<file path="config.mk">
export PLATFORM = sky130hd
export DESIGN_NAME = bus_fabric16
export DESIGN_NICKNAME = d
export VERILOG_FILES = /design/src/rtl/bus_fabric16.sv
export SDC_FILE = /design/constraint.sdc
export NUM_CORES = 1
export LEC_CHECK = 0
export CAP_MARGIN = 15
export CORE_MARGIN = 1.5
export CORE_UTILIZATION = 30
export CTS_BUF_LIST = sky130_fd_sc_hd__clkbuf_8 sky130_fd_sc_hd__clkbuf_16
export CTS_CLUSTER_DIAMETER = 200
export DETAILED_ROUTE_END_ITERATION = 8
export SLEW_MARGIN = 5
export SYNTH_ARGS = -nofsm -noshare
export SYNTH_HDL_FRONTEND = slang
export SYNTH_SLANG_ARGS = --single-unit
</file>
<file path="constraint.sdc">
create_clock -name clk -period 2.2 [get_ports clk]
set_input_delay 0.22 -clock clk [delete_from_list [all_inputs] [get_ports clk]]
set_output_delay 0.22 -clock clk [all_outputs]
set_load 0.1 [all_outputs]
</file>
<file path="src/rtl/bus_fabric16.sv">
// CPU-to-peripheral bus fabric: table-driven region decode, per-region wait states,
// hold handshake, registered read data and sticky unmapped-access error capture.
module bus_fabric16 #(
   parameter int unsigned ADDR_WIDTH = 16,
   parameter int unsigned DATA_WIDTH = 16,
   parameter int unsigned N_REGIONS  = 5,
   parameter logic [N_REGIONS*ADDR_WIDTH-1:0] REGION_BASE =
      {16'hF000, 16'h4000, 16'h3000, 16'h2000, 16'h0000},
   parameter logic [N_REGIONS*ADDR_WIDTH-1:0] REGION_MASK =
      {16'hF000, 16'hFFFF, 16'hF000, 16'hF000, 16'hF000},
   parameter logic [N_REGIONS*4-1:0] REGION_WAIT = {4'd1, 4'd0, 4'd0, 4'd0, 4'd0},
   parameter logic [DATA_WIDTH-1:0] DEFAULT_DATA = '0
) (
   input  logic                           clk,
   input  logic                           reset_n,
   input  logic                           cpu_valid,
   input  logic [ADDR_WIDTH-1:0]          cpu_addr,
   input  logic                           cpu_we,
   input  logic [DATA_WIDTH-1:0]          cpu_wdata,
   output logic [DATA_WIDTH-1:0]          cpu_rdata,
   output logic                           cpu_ready,
   output logic                           cpu_hold,
   output logic [ADDR_WIDTH-1:0]          bus_addr,
   output logic [DATA_WIDTH-1:0]          bus_wdata,
   output logic [N_REGIONS-1:0]           slv_sel,
   output logic [N_REGIONS-1:0]           slv_we,
   input  logic [N_REGIONS*DATA_WIDTH-1:0] slv_rdata,
   output logic                           bus_err,
   output logic [ADDR_WIDTH-1:0]          err_addr,
   input  logic                           err_clear
);

   localparam int unsigned IDX_W = (N_REGIONS > 1) ? $clog2(N_REGIONS) : 1;

   localparam logic [1:0] ST_IDLE   = 2'd0;
   localparam logic [1:0] ST_ACCESS = 2'd1;
   localparam logic [1:0] ST_RESP   = 2'd2;

   logic [1:0]            state_q, state_d;
   logic [ADDR_WIDTH-1:0] addr_q, addr_d;
   logic [DATA_WIDTH-1:0] wdata_q, wdata_d;
   logic                  we_q, we_d;
   logic [IDX_W-1:0]      region_q, region_d;
   logic [3:0]            cnt_q, cnt_d;
   logic [DATA_WIDTH-1:0] rdata_q, rdata_d;
   logic                  err_q, err_d;
   logic [ADDR_WIDTH-1:0] err_addr_q, err_addr_d;

   logic                  hit;
   logic [IDX_W-1:0]      hit_idx;
   logic [3:0]            hit_wait;
   logic [DATA_WIDTH-1:0] rdata_sel;

   // Scan from the top down so the lowest matching index is the one left standing.
   always_comb begin
      hit      = 1'b0;
      hit_idx  = '0;
      hit_wait = 4'd0;
      for (int i = N_REGIONS - 1; i >= 0; i--) begin
         if ((cpu_addr & REGION_MASK[i*ADDR_WIDTH +: ADDR_WIDTH]) ==
             REGION_BASE[i*ADDR_WIDTH +: ADDR_WIDTH]) begin
            hit      = 1'b1;
            hit_idx  = IDX_W'(i);
            hit_wait = REGION_WAIT[i*4 +: 4];
         end
      end
   end

   always_comb begin
      rdata_sel = '0;
      for (int i = 0; i < N_REGIONS; i++) begin
         if (region_q == IDX_W'(i)) rdata_sel = slv_rdata[i*DATA_WIDTH +: DATA_WIDTH];
      end
   end

   always_comb begin
      state_d    = state_q;
      addr_d     = addr_q;
      wdata_d    = wdata_q;
      we_d       = we_q;
      region_d   = region_q;
      cnt_d      = cnt_q;
      rdata_d    = rdata_q;
      err_d      = err_q;
      err_addr_d = err_addr_q;
      if (err_clear) err_d = 1'b0;
      case (state_q)
         ST_IDLE: begin
            if (cpu_valid) begin
               addr_d   = cpu_addr;
               we_d     = cpu_we;
               wdata_d  = cpu_wdata;
               region_d = hit_idx;
               cnt_d    = hit_wait;
               if (hit) begin
                  state_d = ST_ACCESS;
               end else begin
                  // A fresh unmapped access outranks a simultaneous clear.
                  state_d    = ST_RESP;
                  err_d      = 1'b1;
                  err_addr_d = cpu_addr;
                  if (!cpu_we) rdata_d = DEFAULT_DATA;
               end
            end
         end
         ST_ACCESS: begin
            if (cnt_q != 4'd0) begin
               cnt_d = cnt_q - 4'd1;
            end else begin
               if (!we_q) rdata_d = rdata_sel;
               state_d = ST_RESP;
            end
         end
         ST_RESP: state_d = ST_IDLE;
         default: state_d = ST_IDLE;
      endcase
   end

   always_ff @(posedge clk) begin
      if (!reset_n) begin
         state_q    <= ST_IDLE;
         addr_q     <= '0;
         wdata_q    <= '0;
         we_q       <= 1'b0;
         region_q   <= '0;
         cnt_q      <= 4'd0;
         rdata_q    <= '0;
         err_q      <= 1'b0;
         err_addr_q <= '0;
      end else begin
         state_q    <= state_d;
         addr_q     <= addr_d;
         wdata_q    <= wdata_d;
         we_q       <= we_d;
         region_q   <= region_d;
         cnt_q      <= cnt_d;
         rdata_q    <= rdata_d;
         err_q      <= err_d;
         err_addr_q <= err_addr_d;
      end
   end

   // Write strobe is masked by reset so an aborted final cycle never commits.
   always_comb begin
      slv_sel = '0;
      slv_we  = '0;
      for (int i = 0; i < N_REGIONS; i++) begin
         if (state_q == ST_ACCESS && region_q == IDX_W'(i)) begin
            slv_sel[i] = 1'b1;
            slv_we[i]  = we_q && (cnt_q == 4'd0) && reset_n;
         end
      end
   end

   assign cpu_ready = (state_q == ST_RESP);
   assign cpu_hold  = (state_q == ST_ACCESS);
   assign cpu_rdata = rdata_q;
   assign bus_addr  = addr_q;
   assign bus_wdata = wdata_q;
   assign bus_err   = err_q;
   assign err_addr  = err_addr_q;

endmodule

</file>
* Yosys cells after proc, flatten, opt, wreduce, memory -nomap -nowiden
Cells that the tools add are included.
** Operators by class
- Mux-type cells :: 47
- Bitwise gates (word level) :: 1
- Reductions and logical operators :: 18
- Eq/ne operators :: 16
- $add $sub $neg :: 1
** Operator list (count)
- $mux 16 :: 10
- $pmux 16 s2 :: 1
- $mux 1 :: 21
- $mux 4 :: 5
- $eq 16x15->1 const B :: 1
- $logic_not 16->1 :: 1
- $mux 3 :: 5
- $ne 2x2->1 const B :: 5
- $eq 4x2->1 const B :: 2
- $pmux 4 s2 :: 1
- $logic_and 1x1->1 :: 7
- $eq 3x2->1 const B :: 2
- $mux 2 :: 3
- $reduce_and 3->1 :: 2
- $reduce_and 6->1 :: 1
- $eq 4x4->1 const B :: 1
- $logic_not 4->1 :: 1
- $pmux 2 s2 :: 1
- $reduce_and 2->1 :: 2
- $reduce_bool 4->1 :: 1
- $sub 4x1->4 const B :: 1
- $eq 3x1->1 const B :: 1
- $eq 3x3->1 const B :: 1
- $logic_not 3->1 :: 1
- 6 further kinds :: 6
** Word-level totals
- Logic and storage cells :: 92
- Flip-flop bits (word level) :: 75
- Output and inout bits :: 77

* Longest topological paths before layout
Gate-level depths: netlist (run 1).
- Word-level depth :: 9
- Mapped depth :: 7

* Worst setup path before layout (run 1)
No wires, ideal clock.
- Path type :: register to output
- From :: reg cnt_q[0]
- To :: out slv_we[0]
- Slack :: -1844 ps
- Stages on the path, launching flop included :: 7
- Path buffers :: 0
- Data arrival time :: 3824 ps
- Cell sequence :: dfxtp_1 inv_1 ha_1 nand4bb_1 nor2_1 nand2_1 nor4_1
** Between the ends
- Cells in the longest elaborated chain, start to end :: 4
** RTL lines
- from (decl) :: line 44 : logic [3:0] cnt_q, cnt_d;
- from (signal assigned) :: line 136 : cnt_q <= cnt_d;
- $logic_not 4->1 :: line 150 : slv_we[i] = we_q && (cnt_q == 4'd0) && reset_n;
- $logic_and 1x1->1 (2 in a row) :: line 150
- $mux 1 :: line 148 : if (state_q == ST_ACCESS && region_q == IDX_W'(i)) begin
- to (decl) :: line 26 : output logic [N_REGIONS-1:0] slv_we,
Every way passes these cells.

* Worst setup path in the final report (run 1)
- From :: reg cnt_q[0]
- To :: out slv_we[3]
Same word-level chain as after synthesis.

==> run_results.csv, run 1 <==
group,metric,value,unit
logic_synthesis,ys_ff_latch,75,
run_status,status,"finished, final reports clean",
place,place.port_buffers,193,
logic_synthesis,synthTopCellsByArea,"dfxtp_1 40%, nand2_1 12%, mux4_2 9.5%",
logic_synthesis,synth.largest_area_cell,"dfxtp_1",
grt,antenna_found_initial,0,
grt,grt_pass1_wl,18900,um
cts,cts.clk_slew.worst_paths,0.06,ns
floorplanning,coreArea,12200,um^2
floorplanning,rows,40,
place,pre_cts_ws,-0.155,ns
place,dp_hpwl,9270,um
floorplanning,fp.dieH,115,um
worst_setup_path,crit_path_end,"slv_we[3]",
drt,antenna_left,0,
drt,wl_per_cell,15.0,um
timing,skew,0.00527,ns
grt,overflow,0,
cells_and_area,layout.cells.non_filler,799,
grt,grt_use_total,18.1,%
timing,hold_viol_final,0,
cts,clk_path_buf_depth,2,
floorplanning,initial_core_util,31.1,%
logic_synthesis,syn_inst,430,
logic_synthesis,yosysTopAreaCellShare,39.7,%
timing,slew_headroom,34.1,%
logic_synthesis,syn_area,3780,um^2
worst_setup_path,worstReg2RegStart,"state_q[0]$_SDFFE_PN0P_",
logic_synthesis,ys_warn_count,0,
floorplanning,die_area,13300,um^2
cells_and_area,final_util,51.6,%
cts,cts_root_buf,"clkbuf_16",
timing,fin_ws,0.121,ns
cells_and_area,drive_gt1_share,23.9,%
timing,post-route-min-period,2.08,ns
worst_setup_path,path_cells,"inv_1, ha_1, nand4bb_1, nor2_2, nand2_2, nor2_1, buf_12",
worst_setup_path,worst_setup_path_end_kind,"primary output",
logic_synthesis,ys_seq_area_share,39.7,%
worst_setup_path,path_max_fanout,5,
timing,worst_pin_slew,0.985,ns
logic_synthesis,syn_nets,548,
timing,holdWs,0.259,ns
place,dp.cells,783,
logic_synthesis,synth.avg_cell_area,8.79,um^2
floorplanning,io_pins,194,
drt,first_iter_violations,184,
power,p_leak,0.00255,uW
cts,cts_buffers,9,
timing,drv_slew,0,
worst_setup_path,crit_type,"reg -> out",
worst_setup_path,cp-start-kind,"flop",
grt,first_global_vias,3880,
drt,vias,3871,
place,routabilityCongestion,0.771,
hold_path,holdPathStages,3,
hold_path,hp-class,"in -> reg",
cells_and_area,nNetsFinal,744,
floorplanning,chipWidth,115,um
worst_setup_path,r2r_end,"err_addr[10]$_SDFFE_PN0P_",
worst_setup_path,reg2reg_slack,0.17,ns
power,powerDensity,687,nW/um^2
logic_synthesis,synth.distinct_cells,42,
timing,max_freq,481,MHz
worst_setup_path,required,1.98,ns
worst_setup_path,cp_slowest_cell,"dfxtp_1",
flow_run,timing.max_cap.violations,0,
cts,htreeDepth,3,
timing,finalSetupViolations,0,
drt,wirelength,12000,um
worst_setup_path,max_stage_delay,0.33,ns
cts,insertion_delay,0.33,ns
grt,grt_max_degree,106,
drt,first_pass_iters,4,
drt,vias_per_cell,4.84,
power,peakVddDrop,0.406,mV
cells_and_area,antennaDiodeCount,0,
worst_setup_path,crit_path_start,"cnt_q[0]$_SDFFE_PN0P_",
power,power,4310,uW
cts,cts_tree,"built",
timing,min_period_over_period,94.5,%
worst_setup_path,r2r_cells,3,
cells_and_area,area_growth,66.0,%
worst_setup_path,critPathArrivalTime,1.86,ns
drt,drc,0,
timing,rsz0062_at_grt,"no",
cts,clkSinkCount,75,
layout make-up:
cell class	instances	area [um^2]
Timing Repair Buffer	222	2090
Clock inverter	7	85.1
Clock buffer	9	225
Inverter	5	18.8
Tap cell	168	210
Multi-Input combinational cell	313	2140
Sequential cell	75	1500
Fill cell	1124	5880
state kept, by name, summed over array words and instances (netlist names):
| register | count |
|---|---|
| bus_addr | 16 |
| bus_wdata | 16 |
| cpu_rdata | 16 |
| err_addr | 16 |
| cnt_q | 4 |
| region_q | 3 |
| state_q | 2 |
| bus_err | 1 |
| we_q | 1 |
layout by cell type, fill, tap and decap left out, types with 8 or more instances in the layout:
cell / n
clkbuf_16: 9
mux2i_1: 18
o2111ai_1: 16
dfxtp_1: 75
nand3_1: 33
clkdlybuf4s50_1: 115
a22o_1: 16
nor2_1: 8
mux4_2: 16
a21boi_0: 34
buf_12: 11
buf_4: 96
nand2_1: 121
synthesized netlist by cell type:
cell / n
and3_1: 2
a31oi_1: 1
or3_1: 1
nor3_1: 3
buf_6: 2
and2_1: 2
and4_1: 1
a21boi_0: 34
clkbuf_1: 17
a21oi_1: 5
nand4_1: 1
nand4bb_1: 1
nor3b_1: 1
inv_1: 4
dfxtp_1: 75
nor4b_1: 1
or4b_1: 1
nor2b_1: 2
nand2b_1: 3
xnor2_1: 1
nor2_1: 11
o21ai_0: 3
clkinv_1: 1
buf_2: 6
nor3_2: 2
a22o_1: 16
o21a_1: 4
nand2_1: 122
ha_1: 1
mux2i_1: 18
a21o_1: 1
nor3b_4: 1
o2111ai_1: 16
buf_1: 7
nand4b_1: 1
buf_4: 5
o32a_1: 1
a211oi_1: 1
or3b_1: 1
nand3_1: 33
mux4_2: 16
nor4_1: 5
timing repair:
| item | CTS | global route |
|---|---|---|
| gates resized for setup | 0 | 3 |
| setup endpoints to repair | 0 | 18 |
| hold buffers | 0 | 0 |
| buffers inserted | 0 | 0 |
critical path, delay by kind of cell (launching register included):
kind,cells,cell delay (ns)
simple gates,4,0.72
fa+ha+maj,1,0.23
flops,1,0.33
buf+inv,2,0.26
routing by layer:
metal,GRT usage [%],vias up,routed length [um]
li1,-,1920,-
met4,5.51,0,105
met1,21.1,1803,5080
met5,0,-,0
met2,32.2,138,5920
met3,5.27,10,887
worst min-delay path by stage:
stage | slack [ns] | endpoint | startpoint
detailed placement | 0.45 | err_addr[9]$_SDFFE_PN0P_ | err_addr[9]$_SDFFE_PN0P_
CTS | 0.24 | state_q[1]$_SDFFE_PN0P_ | reset_n
finish | 0.26 | state_q[1]$_SDFFE_PN0P_ | reset_n
floorplan | 0.36 | err_addr[0]$_SDFFE_PN0P_ | cpu_addr[0]
global placement | 0.45 | err_addr[13]$_SDFFE_PN0P_ | err_addr[13]$_SDFFE_PN0P_
global route | 0.28 | state_q[1]$_SDFFE_PN0P_ | reset_n
power by group:
part	total, uW	internal [uW]	switching, uW
clock	1530	980	553
combinational	1290	467	827
sequential	1480	1440	47.4
total	4310	2880	1430
cell families after synthesis:
logic type | after synthesis | synth area share (%)
AOI/OAI and AO/OA | 82 | 16.8
and+or+nand+nor | 195 | 23.3
buffers and inverters | 42 | 5.26
adders and majority gates | 1 | 0.331
DFF | 75 | 39.7
muxes | 34 | 14.3
xor gates and xnor gates | 1 | 0.232
per-stage QoR:
stage / setup TNS [ns] / area [um^2]
after global placement: -2.02 / 5960
final: 0 / 6280
after CTS: 0 / 6270
after floorplan: -1.31 / 3830
after global routing: 0 / 6280
after detailed placement: -2.45 / 5960
Note: power is estimated with default switching activity, not from simulation.
==> run 2, diff against run 1 <==
clock period = 2.6 ns   (was 2.2 ns; I/O delays follow)
==> run 2 against run 1 <==
  * Via count down 1.4%
  * Critical path type unchanged
  * Critical path depth unchanged
  * Sequential power down 15%
  * Largest power group is now registers
==> run_results.csv, run 2 (synthesis results as in run 1) <==
group,metric,value,unit
place,pre_cts_ws,0.174,ns
power,powerDensity,576,nW/um^2
timing,drv_slew,0,
worst_setup_path,critPathArrivalTime,2.04,ns
floorplanning,initial_core_util,31.1,%
floorplanning,coreArea,12200,um^2
worst_setup_path,path_max_fanout,5,
worst_setup_path,reg2reg_slack,0.49,ns
cells_and_area,nNetsFinal,725,
timing,slew_headroom,32.8,%
grt,grt_pass1_wl,18600,um
timing,fin_ws,0.300,ns
drt,wirelength,11900,um
grt,grt_max_degree,106,
cts,clk_path_buf_depth,2,
power,peakVddDrop,0.314,mV
timing,post-route-min-period,2.30,ns
grt,antenna_found_initial,0,
timing,skew,0.00473,ns
worst_setup_path,cp_slowest_cell,"dfxtp_1",
worst_setup_path,crit_path_start,"cnt_q[0]$_SDFFE_PN0P_",
cells_and_area,drive_gt1_share,20.9,%
worst_setup_path,worst_setup_path_end_kind,"primary output",
timing,finalSetupViolations,0,
cts,ctsHoldBuffers,0,
timing,rsz0062_at_grt,"no",
timing,hold_viol_final,0,
timing,min_period_over_period,88.4,%
worst_setup_path,required,2.34,ns
cells_and_area,antennaDiodeCount,0,
hold_path,hp-start,"reset_n",
power,p_leak,0.00243,uW
place,dpl_cell_area,5770,um^2
grt,first_global_vias,3803,
floorplanning,rows,40,
drt,first_pass_iters,4,
drt,vias,3817,
timing,worst_pin_slew,1.00,ns
place,dp_hpwl,9130,um
hold_path,hp-class,"in -> reg",
floorplanning,chipWidth,115,um
flow_run,timing.max_cap.violations,0,
cells_and_area,stdcell_area,6050,um^2
place,dp.cells,764,
cts,cts_buffers,9,
timing,max_freq,435,MHz
worst_setup_path,crit_type,"reg -> out",
cells_and_area,layout_common_cells,"122 x nand2_1, 115 x clkdlybuf4s50_1, 78 x buf_4, 75 x dfxtp_1, 34 x a21boi_0",
grt,grt_use_total,18.1,%
floorplanning,die_area,13300,um^2
cells_and_area,multi_input_area,2110,um^2
power,power,3480,uW
cells_and_area,final_util,49.7,%
cells_and_area,area_growth,59.9,%
cts,cts_resized,0,
cells_and_area,n_fill_cell,1132,
drt,drc,0,
worst_setup_path,path_cells,"inv_1, ha_1, nand4bb_1, nor2_1, nand2_1, nor4_2, buf_12",
place,routabilityCongestion,0.777,
worst_setup_path,cp-start-kind,"flop",
cells_and_area,layout.cells.non_filler,780,
floorplanning,fp.dieH,115,um
cts,cts.clk_slew.worst_paths,0.06,ns
worst_setup_path,worstReg2RegStart,"state_q[0]$_SDFFE_PN0P_",
floorplanning,io_pins,194,
run_status,status,"finished, final reports clean",
cells_and_area,layout_commonest_cell,"nand2_1",
place,place.port_buffers,193,
cells_and_area,ff_latch_area,1500,um^2
cts,insertion_delay,0.33,ns
drt,first_iter_violations,158,
grt,overflow,0,
cts,cts_root_buf,"clkbuf_16",
cts,cts_setup_buffers,0,
worst_setup_path,max_stage_delay,0.33,ns
cts,htreeDepth,3,
drt,wl_per_cell,15.3,um
cts,cts_tree,"built",
cts,clkSinkCount,75,
drt,antenna_left,0,
drt,vias_per_cell,4.89,
## run 2: cell type report
type | count | share of cell area (%)
multi-input cells | 313 | 35.0
inverters | 5 | 0.310
repair buffers | 203 | 31.8
flip-flops and latches | 75 | 24.8
clock buffers | 11 | 4.18
well taps | 168 | 3.48
clock inverters | 5 | 0.455
## run 2: path summary, 6_finish.rpt
check / endpoint / depth (start not counted)
max: slv_we[0] / 7
min: state_q[1]$_SDFFE_PN0P_ / 3
max reg2reg: cpu_rdata[6]$_SDFFE_PN0P_ / 5
min reg2reg: err_addr[4]$_SDFFE_PN0P_ / 2
## run 2: power by group
part	switching [uW]	internal (uW)
combinational	693	375
sequential	40.1	1220
clock	467	691
## run 2: metrics by stage
step | hold slack [ns] | setup TNS, ns
CTS | 0.250 | 0
global route | 0.294 | 0
global placement | 0.448 | 0
floorplan | 0.402 | -0.439
finish | 0.261 | 0
detailed placement | 0.454 | 0
## run 2: critical path, delay by kind of cell, from the launching register on
family,cells,cell delay (ns)
flops,1,0.33
simple gates,4,0.85
buf+inv,2,0.28
fa+ha+maj,1,0.23
## run 2: layer usage
metal / vias to the layer above / part of all wire, % / track usage [%]
li1: 1881 / - / -
met1: 1766 / 40 / 20.3
met2: 154 / 50 / 32.1
met3: 16 / 8.1 / 4.96
met4: 0 / 2.0 / 7.82
met5: - / 0 / 0
==> run 3, diff against run 2 <==
PLACE_DENSITY = 0.67   (was default)
==> run 3 against run 2 <==
  * Die area unchanged
  * Routed wire length grew 0.12%
  * Cell count did not move
  * Hold slack gained 0.035 ns
  * Sequential share of layout area barely moved
  * Critical path depth did not move
  * Sequential power about the same
  * Critical path type unchanged
  * Fmax down 1.1%
  * Via count rose by 0.89%
==> run_results.csv, run 3 (synthesis results as in run 1) <==
group,metric,value,unit
cells_and_area,layout_common_cells,"122 x nand2_1, 115 x clkdlybuf4s50_1, 78 x buf_4, 75 x dfxtp_1, 34 x a21boi_0",
flow_run,timing.max_cap.violations,0,
cts,cts_resized,0,
cts,cts_tree,"built",
worst_setup_path,critPathArrivalTime,2.07,ns
hold_path,hp-start,"reset_n",
place,pre_cts_ws,0.126,ns
place,place.port_buffers,193,
run_status,status,"finished, final reports clean",
cts,ctsHoldBuffers,0,
cells_and_area,stdcell_area,6050,um^2
cells_and_area,nNetsFinal,725,
floorplanning,initial_core_util,31.1,%
drt,vias,3851,
drt,first_iter_violations,236,
grt,grt_pass1_wl,18600,um
worst_setup_path,worstReg2RegStart,"state_q[0]$_SDFFE_PN0P_",
timing,post-route-min-period,2.33,ns
worst_setup_path,reg2reg_slack,0.52,ns
cts,clk_path_buf_depth,2,
floorplanning,die_area,13300,um^2
drt,wirelength,12000,um
grt,antenna_found_initial,0,
floorplanning,io_pins,194,
worst_setup_path,path_max_fanout,5,
place,dp_hpwl,9160,um
timing,drv_slew,0,
grt,first_global_vias,3837,
timing,finalSetupViolations,0,
timing,hold_viol_final,0,
timing,slew_headroom,31.7,%
cts,clkSinkCount,75,
worst_setup_path,cp-start-kind,"flop",
cells_and_area,area_growth,60.0,%
place,routabilityCongestion,0.765,
timing,rsz0062_at_grt,"no",
cts,cts.clk_slew.worst_paths,0.06,ns
cells_and_area,layout.cells.non_filler,780,
cells_and_area,layout_commonest_cell,"nand2_1",
place,dp.cells,764,
drt,drc,0,
worst_setup_path,r2r_end,"cpu_rdata[6]$_SDFFE_PN0P_",
worst_setup_path,worst_setup_path_end_kind,"primary output",
floorplanning,coreArea,12200,um^2
floorplanning,chipWidth,115,um
cts,insertion_delay,0.33,ns
timing,max_freq,430,MHz
hold_path,hp-class,"in -> reg",
power,powerDensity,576,nW/um^2
grt,grt_max_degree,106,
worst_setup_path,r2r_cells,5,
floorplanning,fp.dieH,115,um
timing,holdWs,0.296,ns
power,p_leak,0.00243,uW
drt,vias_per_cell,4.94,
cells_and_area,multi_input_area,2110,um^2
cts,htreeDepth,3,
cts,cts_setup_buffers,0,
grt,grt_use_total,17.8,%
hold_path,holdPathStages,3,
timing,min_period_over_period,89.5,%
cts,cts_buffers,9,
cells_and_area,drive_gt1_share,20.8,%
timing,skew,0.00447,ns
cts,cts_root_buf,"clkbuf_16",
cells_and_area,n_fill_cell,1167,
timing,fin_ws,0.274,ns
cells_and_area,antennaDiodeCount,0,
drt,wl_per_cell,15.3,um
worst_setup_path,crit_type,"reg -> out",
cells_and_area,ff_latch_area,1500,um^2
grt,overflow,0,
timing,tns,0,ns
place,dpl_cell_area,5770,um^2
drt,first_pass_iters,5,
hold_path,holdPathEnd,"state_q[1]$_SDFFE_PN0P_",
drt,antenna_left,0,
worst_setup_path,required,2.34,ns
floorplanning,rows,40,
power,peakVddDrop,0.297,mV
timing,worst_pin_slew,1.02,ns
[run 3: worst max path at each step]
stage,from,endpoint,cells after the start
finish,cnt_q[0]$_SDFFE_PN0P_,slv_we[0],7
floorplan,cnt_q[0]$_SDFFE_PN0P_,slv_we[0],6
detailed placement,cpu_addr[15],err_addr[0]$_SDFFE_PN0P_,5
global route,cnt_q[1]$_SDFFE_PN0P_,slv_we[0],7
CTS,cnt_q[0]$_SDFFE_PN0P_,slv_we[0],7
global placement,cpu_addr[15],err_addr[15]$_SDFFE_PN0P_,5
[run 3: layer usage]
layer / wire length, um / track usage, %
met4: 94 / 4.94
met5: 0 / 0
met1: 4840 / 20.3
met3: 857 / 4.64
met2: 6160 / 33.0
[run 3: cell type report]
cell class | count | area share [%]
inverters | 5 | 0.310
multi-input cells | 313 | 35.0
clock inverters | 5 | 0.476
flip-flops and latches | 75 | 24.8
well taps | 168 | 3.48
clock buffers | 11 | 4.18
repair buffers | 203 | 31.8
[run 3: stage by stage]
stage                     power, uW  utilization (%)
after floorplan                2010                -
after global placement         2340             47.4
after detailed placement       2360             47.4
after CTS                      3530             49.7
after global routing           3610             49.7
final                          3480             49.7
[run 3: critical path, cell delays in order, from the launching register on]
cell,delay (ns)
dfxtp_1,0.33
inv_1,0.06
ha_1,0.24
nand4bb_1,0.23
nor2_1,0.20
nand2_1,0.16
nor4_2,0.30
buf_12,0.23
[run 3: report_power, final]
group / internal (uW) / total (uW) / switching [uW]
logic: 375 / 1070 / 693
clock network: 691 / 1160 / 467
registers: 1220 / 1260 / 42.2
